$ cat src/rtl/fios_res_collect.sv
// fios_res_collect: collects WORD_COUNT 17-bit result words from successive
// unnormalised 34-bit DSP P outputs. Each P value carries the low word plus
// a pending carry; the carry from each word is added into the next P.
// The `ifdef FIOS_COLLECT_ERR_EN macro adds the sticky protocol-error output err_o.
// Reset release is expected to be synchronised to clock_i by the parent.
module fios_res_collect #(
  parameter int WORD_COUNT = 8,
  parameter int WORD_W     = 17
) (
  input  logic                         clock_i,
  input  logic                         rst_n_i,
  input  logic                         start_i,
  input  logic                         p_valid_i,
  input  logic [2*WORD_W-1:0]          P_i,
  output logic [WORD_COUNT*WORD_W-1:0] res_o,
  output logic [WORD_W:0]              carry_o,
  output logic                         res_valid_o,
  output logic                         busy_o
`ifdef FIOS_COLLECT_ERR_EN
  ,
  output logic                         err_o
`endif
);

  localparam int IDX_W = (WORD_COUNT > 1) ? $clog2(WORD_COUNT) : 1;
  localparam int SUM_W = 2*WORD_W + 1;
  localparam int CRY_W = WORD_W + 1;
  localparam logic [IDX_W-1:0] LAST_IDX = IDX_W'(WORD_COUNT - 1);

  typedef enum logic [1:0] {
    ST_IDLE    = 2'd0,
    ST_COLLECT = 2'd1,
    ST_DONE    = 2'd2
  } state_t;

  state_t                         state_q, state_d;
  logic [IDX_W-1:0]               idx_q, idx_d;
  logic [CRY_W-1:0]               carry_q, carry_d;
  logic [WORD_COUNT*WORD_W-1:0]   res_q;
  logic [SUM_W-1:0]               sum;
  logic                           accept;

  // The carry can never exceed 18 bits, so a 35-bit sum is wide enough.
  assign sum = {1'b0, P_i} + {{(SUM_W-CRY_W){1'b0}}, carry_q};

  // Next-state logic: start_i restarts from any state and wins over p_valid_i.
  always_comb begin
    state_d = state_q;
    idx_d   = idx_q;
    carry_d = carry_q;
    accept  = 1'b0;
    if (start_i) begin
      state_d = ST_COLLECT;
      idx_d   = '0;
      carry_d = '0;
    end else begin
      unique case (state_q)
        ST_IDLE: begin
          state_d = ST_IDLE;
        end
        ST_COLLECT: begin
          if (p_valid_i) begin
            accept  = 1'b1;
            idx_d   = idx_q + IDX_W'(1);
            carry_d = sum[SUM_W-1:WORD_W];
            if (idx_q == LAST_IDX) begin
              state_d = ST_DONE;
            end
          end
        end
        ST_DONE: begin
          state_d = ST_IDLE;
        end
        default: begin
          state_d = ST_IDLE;
        end
      endcase
    end
  end

  // Control and carry registers.
  always_ff @(posedge clock_i or negedge rst_n_i) begin
    if (!rst_n_i) begin
      state_q <= ST_IDLE;
      idx_q   <= '0;
      carry_q <= '0;
    end else begin
      state_q <= state_d;
      idx_q   <= idx_d;
      carry_q <= carry_d;
    end
  end

  // Result words are written in place; a restart leaves stale words until overwritten.
  always_ff @(posedge clock_i or negedge rst_n_i) begin
    if (!rst_n_i) begin
      res_q <= '0;
    end else if (accept) begin
      for (int k = 0; k < WORD_COUNT; k++) begin
        if (idx_q == IDX_W'(k)) begin
          res_q[k*WORD_W +: WORD_W] <= sum[WORD_W-1:0];
        end
      end
    end
  end

`ifdef FIOS_COLLECT_ERR_EN
  logic err_q, err_d;

  // Sticky error: a valid word offered outside COLLECT without a start.
  always_comb begin
    err_d = err_q;
    if (start_i) begin
      err_d = 1'b0;
    end else if (p_valid_i && (state_q != ST_COLLECT)) begin
      err_d = 1'b1;
    end
  end

  // Error flag register.
  always_ff @(posedge clock_i or negedge rst_n_i) begin
    if (!rst_n_i) begin
      err_q <= 1'b0;
    end else begin
      err_q <= err_d;
    end
  end

  assign err_o = err_q;
`endif

  assign res_o       = res_q;
  assign carry_o     = carry_q;
  assign res_valid_o = (state_q == ST_DONE);
  assign busy_o      = (state_q == ST_COLLECT);

endmodule
$ cat config.mk
export PLATFORM = sky130hd
export DESIGN_NAME = fios_res_collect
export DESIGN_NICKNAME = d
export VERILOG_FILES = /design/src/rtl/fios_res_collect.sv
export SDC_FILE = /design/constraint.sdc
export NUM_CORES = 1
export LEC_CHECK = 0
export BUFFER_PORTS_ARGS = -buffer_cell sky130_fd_sc_hd__buf_2
export CAP_MARGIN = 20
export CORE_ASPECT_RATIO = 0.6
export CORE_MARGIN = 1.5
export CORE_UTILIZATION = 35
export DETAILED_ROUTE_END_ITERATION = 8
export PLACE_DENSITY = 0.59
export SYNTH_ARGS = -nofsm -noshare
export SYNTH_HDL_FRONTEND = slang
export SYNTH_SLANG_ARGS = --single-unit
$ cat constraint.sdc
create_clock -name clock_i -period 4.6 [get_ports clock_i]
set_input_delay 0.69 -clock clock_i [delete_from_list [all_inputs] [get_ports clock_i]]
set_output_delay 0.69 -clock clock_i [all_outputs]
set_load 0.01 [all_outputs]
==> out/qor.txt, run 1 <==
IO Pins: 194
Worst hold path type: input port to async pin
Syn Nets: 778
Largest net degree at the start of global routing: 87
Power per cell area: 506 nW/µm²
H-tree levels: 4
Final net count: 958
CTS buffer count: 17
Clock buffer depth: 2
CTS tree: built
Synth cell count leaders: dfrtp_1, nand2_1, o21ai_0
Leading area contributor after synthesis: dfrtp_1
Layout area overhead: 24.1%
Vias in the first global route: 5,880
R2R setup slack: 1.50 ns
Synth area leaders: dfrtp_1, mux2_2, o21ai_0, nand2_1, ha_1
Crit-path cells: nor2b_1 > nand2_4 > nor2_1 > nand3_1 > mux2_2
Vias per cell: 5.28
Post-synth EDFFs: 0
Total grt overflow: 0
Placed cell area: 8630 µm²
Routed Antenna Nets: 0
Total negative slack: 0 ns
Chip height: 116 µm
CP max stage delay: 0.79 ns
Final Hold Vio Count: 0
Rows: 41
Yosys reg bits: 159
Max Cap Violations: 0
Root buf cell: clkbuf_16
Critical Path RT: 4.90 ns
Mean Syn Cell Area: 10.4 µm²
Final worst path period share: 67.4%
Fmax: 0.322 GHz
Post-CTS sizing: 0
Post-Synthesis Cells: 715
Hpwl dp: 17,100 µm
Fin. max-slew vios: 0
Sequential area share after synthesis: 53.5%
Post-Syn Area: 7440 µm²
Ys async rst share: 100%
Clock sinks: 159
Cell area after layout: 9230 µm²
Worst reg2reg path depth: 5
Status: complete, no violations
Critical path class: flop to flop
Port Buf Inserts: 193
Crit path time final: 3.10 ns
GP Congestion: 0.923
R2R Path Start: state_q[1]$_DFFE_PN0P_
Top-count cell post-synth: dfrtp_1
Postcts setup bufs: 0
Overall Global Routing Usage: 21.5%
Critical Path Fanout Max: 27
DRT iter0 DRCs: 367
Post-synth top area share: 53.5%
Initial Util: 35.5%
Worst setup SP type: flop
WL/cell: 19.7 µm
Fraction of layout cells with a size suffix above 1: 31.7%
Skew-Pair Late Insertion Delay: 0.43 ns
Drt first pass iters: 5
Leakage Power: 4.63 nW
Yosys synthesis warning count: 0
WP data arrival: 3.40 ns
CP max-delay cell: nand3_1
Start point of the critical path: state_q[1]$_DFFE_PN0P_
First-pass GRT wire length: 35,300 µm
Unrepaired setup endpoints after global routing: false
DRT Wirelength: 23,400 µm
Worst-Margin Slew: 1.04 ns
Initial antenna violation count: 0
Predominant post-synthesis flop cell: dfrtp_1
Clock Skew: 0.0156 ns
Post-synthesis cell type count: 56
R2R Path End: res_o[86]$_DFFE_PN0P_
CTS Hold Bufs: 0
Final setup viols: 0
Peak supply drop: 0.000268 V
Critical path endpoint category: flop
CP Capture Point: res_o[86]$_DFFE_PN0P_
Die Footprint: 22,200 µm²
Clock Pin Slew Worst Setup and Hold Paths: 0.06 ns
ANT cells: 0
Via Count: 6,268
Chip width: 191 µm
Slew HR: 30.7%
Core Area: 20,900 µm²
DRC errors left: 0
## sequential cells by signal (all words and copies together), names as in the netlist
signal / count
res_o: 136
carry_o: 18
idx_q: 3
state_q: 2
## power breakdown
part	internal, W	switching [W]	total (W)
Sequential	0.00176	0.000200	0.00196
Clock	0.000809	0.000589	0.00140
Combinational	0.000526	0.000785	0.00131
Total	0.00309	0.00157	0.00467
## through the flow
step	utilization [%]	instances	hold slack, ns	total power [W]	worst slack (ns)
2_1_floorplan	-	715	0.394	0.00263	1.74
3_3_place_gp	41.2	1154	0.456	0.00327	1.28
3_5_place_dp	41.2	1154	0.465	0.00330	1.18
4_1_cts	44.1	1186	0.345	0.00471	1.48
5_1_grt	44.1	1187	0.371	0.00494	1.13
6_report	44.1	1187	0.312	0.00467	1.50
## critical path: cells and delay by family, from the launching register on
family	cells	cell delay (ns)
DFF	1	0.39
muxes	1	0.53
and+or+nand+nor	4	2.05
## layer usage
metal  vias up  wire, µm  track usage (%)
met3        25      2400             8.36
met1      3061     11400             31.4
met2       245      9310             29.2
li1       2937         -                -
met4         0       227             5.31
met5         -         0                0
## area by class of cell
class / instances / area (µm²)
Timing Repair Buffer: 200 / 1020
Fill cell: 2062 / 11700
Clock inverter: 10 / 104
Inverter: 14 / 52.6
Multi-Input combinational cell: 503 / 3230
Tap cell: 279 / 349
Sequential cell: 159 / 3980
Clock buffer: 22 / 484
## kinds of logic after synthesis
kind of cell               synth area share, %
AOI/OAI and AO/OA                         17.3
xor gates and xnor gates                  1.88
adders and majority gates                 4.31
buffers and inverters                     3.00
DFF                                       53.5
muxes                                     7.27
and+or+nand+nor                           12.7
## cell usage in the layout (no fill, tap or decap), types with 10 or more instances in the layout
master / netlist / layout
ha_1: 24 / 24
a21oi_1: 23 / 23
buf_2: 7 / 192
mux2_2: 48 / 48
clkbuf_16: 0 / 17
nand2_1: 118 / 118
nor2_1: 22 / 22
inv_1: 13 / 13
o21ai_0: 100 / 100
nand3_1: 16 / 16
dfrtp_1: 159 / 159
a31oi_1: 15 / 15
nor3_1: 10 / 10
o211ai_1: 10 / 10
## how the worst min path moves through the flow
stage                                      start                endpoint  depth (start not counted)
after floorplan                          rst_n_i  carry_o[0]$_DFFE_PN0P_                          0
after global placement    res_o[105]$_DFFE_PN0P_  res_o[105]$_DFFE_PN0P_                          2
after detailed placement   res_o[37]$_DFFE_PN0P_   res_o[37]$_DFFE_PN0P_                          2
after CTS                                rst_n_i  res_o[104]$_DFFE_PN0P_                          1
after global routing                     rst_n_i  res_o[104]$_DFFE_PN0P_                          1
final                                    rst_n_i  res_o[104]$_DFFE_PN0P_                          1
(Power assumes the default switching activity.)
==> run 2, diff against run 1 <==
--- a/config.mk
+++ b/config.mk
@@ -5,13 +5,14 @@
 export SDC_FILE = /design/constraint.sdc
 export NUM_CORES = 1
 export LEC_CHECK = 0
+export ABC_AREA = 1
 export BUFFER_PORTS_ARGS = -buffer_cell sky130_fd_sc_hd__buf_2
 export CAP_MARGIN = 20
 export CORE_ASPECT_RATIO = 0.6
 export CORE_MARGIN = 1.5
 export CORE_UTILIZATION = 35
 export DETAILED_ROUTE_END_ITERATION = 8
-export PLACE_DENSITY = 0.59
+export PLACE_DENSITY = 0.61
 export SYNTH_ARGS = -nofsm -noshare
 export SYNTH_HDL_FRONTEND = slang
 export SYNTH_SLANG_ARGS = --single-unit
==> constraint.sdc (replaced) <==
create_clock -name clock_i -period 2.8 [get_ports clock_i]
set_input_delay 0.42 -clock clock_i [delete_from_list [all_inputs] [get_ports clock_i]]
set_output_delay 0.42 -clock clock_i [all_outputs]
set_load 0.01 [all_outputs]
==> out/qor.txt, run 2 <==
GP Congestion: 0.953 (+3.3%)
Clock Pin Slew Worst Setup and Hold Paths: 0.07 ns (about the same)
Pre-CTS setup slack: 0.217 ns (-0.963 ns)
Vias in the first global route: 6,167 (+4.9%)
Int Pwr: 0.00489 W (+58%)
Max Cap Violations: 0 (unchanged)
Total negative slack: 0 ns (unchanged)
Die Footprint: 22,300 µm² (+0.72%)
H-tree levels: 4 (unchanged)
IO Pins: 194 (unchanged)
Syn Nets: 955 (+23%)
Final net count: 1,161 (+21%)
Core Area: 21,000 µm² (+0.25%)
Predominant post-synthesis flop cell: dfrtp_1
CP top delay family: simple AND/OR/NAND/NOR gates
Post-Syn Area: 7490 µm² (+0.74%)
Post-synth EDFFs: 0 (unchanged)
Final setup viols: 0 (unchanged)
Worst-Margin Slew: 0.885 ns (-0.154 ns)
Post-CTS sizing: 0 (unchanged)
Postcts setup bufs: 0 (unchanged)
CP max stage delay: 0.46 ns (-0.33 ns)
Max reg flops: 136 (unchanged)
DRT Wirelength: 26,100 µm (+12%)
Clock sinks: 159 (unchanged)
Yosys synthesis warning count: 0 (unchanged)
Final worst path period share: 87.6% (+20 points)
Synth cell count leaders: nand2_1, dfrtp_1, o21ai_0
Power per cell area: 749 nW/µm² (+48%)
Mean Syn Cell Area: 8.40 µm² (-19%)
CTS buffer count: 17 (unchanged)
Largest net degree at the start of global routing: 62 (-29%)
Layout filler cell count: 2,141 (+3.8%)
Unrepaired setup endpoints after global routing: false
Sw Pwr: 0.00225 W (+43%)
Root buf cell: clkbuf_16
Commonest non-fill, non-tap cell in the layout: nand2_1
Status: complete, but fails checks
Vias per cell: 4.91 (-7.0%)
Layout area overhead: 27.1%
CTS tree: built
Worst hold path type: input port to async pin
Reg area: 3980 µm² (unchanged)
Crit-path cells: ha_1 > fa_1 > nand3_1 > nand2_1 > nand2_1 > nand2_1 > nand2_1 > nand3_2 > xnor2_2 > o21ai_0
Post-Synthesis Cells: 892 (+25%)
Synth area leaders: dfrtp_1, nand2_1, o21ai_0, ha_1, inv_1
Final Hold Vio Count: 3 (+3)
Post-synthesis cell type count: 29 (-48%)
Via Count: 6,832 (+9.0%)
Top-count cell post-synth: nand2_1
Slew HR: 40.9% (+10 points)
Fin. max-slew vios: 0 (unchanged)
CP max-delay cell: xnor2_2
Fmax: 0.408 GHz (+26%)
Critical Path RT: 3.06 ns (-1.84 ns)
Crit path time final: 2.45 ns (-0.648 ns)
Fraction of layout cells with a size suffix above 1: 24.3% (-7.4 points)
WL/cell: 18.8 µm (-4.7%)
Yosys reg bits: 159 (unchanged)
Chip height: 116 µm (+0.36%)
Initial antenna violation count: 1 (+1)
Hpwl dp: 19,600 µm (+15%)
Overall Global Routing Usage: 24.0% (+2.6 points)
Top cell by count, worst path: nand2_1
Clock buffer depth: 2 (unchanged)
Critical Path Fanout Max: 8 (-70%)
Post-synth top area share: 53.1% (-0.39 points)
Comb power frac: 23.2% (-4.9 points)
Most frequent cells in the layout: nand2_1, buf_2, dfrtp_1
CTS Hold Bufs: 0 (unchanged)
Clock Skew: 0.0110 ns (-0.00459 ns)
Drt first pass iters: 5 (unchanged)
Port Buf Inserts: 193 (unchanged)
Worst setup SP type: flop
Peak supply drop: 0.000514 V (+92%)
Total grt overflow: 0 (unchanged)
Leakage Power: 5.21 nW (+13%)
First-pass GRT wire length: 39,100 µm (+11%)
Rows: 41 (unchanged)
Chip width: 192 µm (+0.36%)
Area occupied by multi-input gates: 3090 µm² (-4.5%)
DRC errors left: 0 (unchanged)
Routed Antenna Nets: 0 (unchanged)
WHS: -0.0109 ns (-0.323 ns)
Skew-Pair Late Insertion Delay: 0.43 ns (about the same)
Sequential area share after synthesis: 53.1% (-0.39 points)
Ys async rst share: 100% (unchanged)
Leading area contributor after synthesis: dfrtp_1
Final setup margin: 0.347 ns (-1.15 ns)
WP data arrival: 2.72 ns (-0.68 ns)
Crit path buf inv count: 0 (unchanged)
Critical path endpoint category: flop
Net Sw Frac: 31.6% (-2.2 points)
Failing checks: hold timing
Clock power share: 36.2% (+6.2 points)
Seq pwr share: 40.7% (-1.2 points)
DRT iter0 DRCs: 587 (+60%)
Critical path class: flop to flop
Initial Util: 35.7% (+0.18 points)
## run 2: path summary, 6_finish.rpt
| path | cells after the start | slack, ns | startpoint | to |
|---|---|---|---|---|
| max in group asynchronous | 2 | 1.99 | rst_n_i | res_o[42]$_DFFE_PN0P_ |
| min in group clock_i | 3 | 0.25 | start_i | state_q[0]$_DFFE_PN0P_ |
| worst min-delay path | 1 | -0.01 | rst_n_i | res_o[83]$_DFFE_PN0P_ |
| worst min register to register | 2 | 0.48 | res_o[38]$_DFFE_PN0P_ | res_o[38]$_DFFE_PN0P_ |
| worst max register to register | 10 | 0.35 | carry_o[0]$_DFFE_PN0P_ | res_o[14]$_DFFE_PN0P_ |
| worst max-delay path | 10 | 0.35 | carry_o[0]$_DFFE_PN0P_ | res_o[14]$_DFFE_PN0P_ |
## run 2: cell families (layout without fill, tap and decap cells)
family / after synthesis / after routing / synth area share (%)
other: 0 / 1 / 0
xor gates and xnor gates: 15 / 15 / 2.46
and+or+nand+nor: 408 / 408 / 22.6
AOI/OAI and AO/OA: 177 / 177 / 11.9
buffers and inverters: 108 / 327 / 5.65
DFF: 159 / 159 / 53.1
adders and majority gates: 25 / 25 / 4.28
## run 2: power groups by stage
stage / Sequential [W] / Combinational [W] / Clock (W)
3_5_place_dp: 0.00294 / 0.00167 / 0
3_3_place_gp: 0.00293 / 0.00165 / 0
5_1_grt: 0.00295 / 0.00184 / 0.00274
2_1_floorplan: 0.00312 / 0.000574 / 0
4_1_cts: 0.00290 / 0.00167 / 0.00264
6_report: 0.00290 / 0.00165 / 0.00258
## run 2: final cells by class
type / instances / share of cell area (%)
Multi-Input combinational cell: 625 / 32.4
Clock buffer: 22 / 5.08
Clock inverter: 10 / 1.83
Sequential cell: 159 / 41.8
Antenna cell: 1 / 0.0263
Inverter: 81 / 3.19
Timing Repair Buffer: 214 / 12.0
Tap cell: 279 / 3.67
## run 2: per-stage QoR
stage / utilization [%] / cell area, µm² / power, W / instances
2_1_floorplan: - / 7490 / 0.00369 / 892
3_3_place_gp: 42.2 / 8860 / 0.00458 / 1358
3_5_place_dp: 42.2 / 8860 / 0.00460 / 1358
4_1_cts: 45.4 / 9520 / 0.00721 / 1390
5_1_grt: 45.4 / 9520 / 0.00752 / 1390
6_report: 45.4 / 9520 / 0.00714 / 1391
## run 2: layer usage
layer	vias up	share of wire (%)	global-route usage, %
met5	-	0	0
met4	0	0.77	4.27
met3	23	7.8	5.95
met2	249	39	32.5
met1	3260	52	38.2
li1	3300	-	-
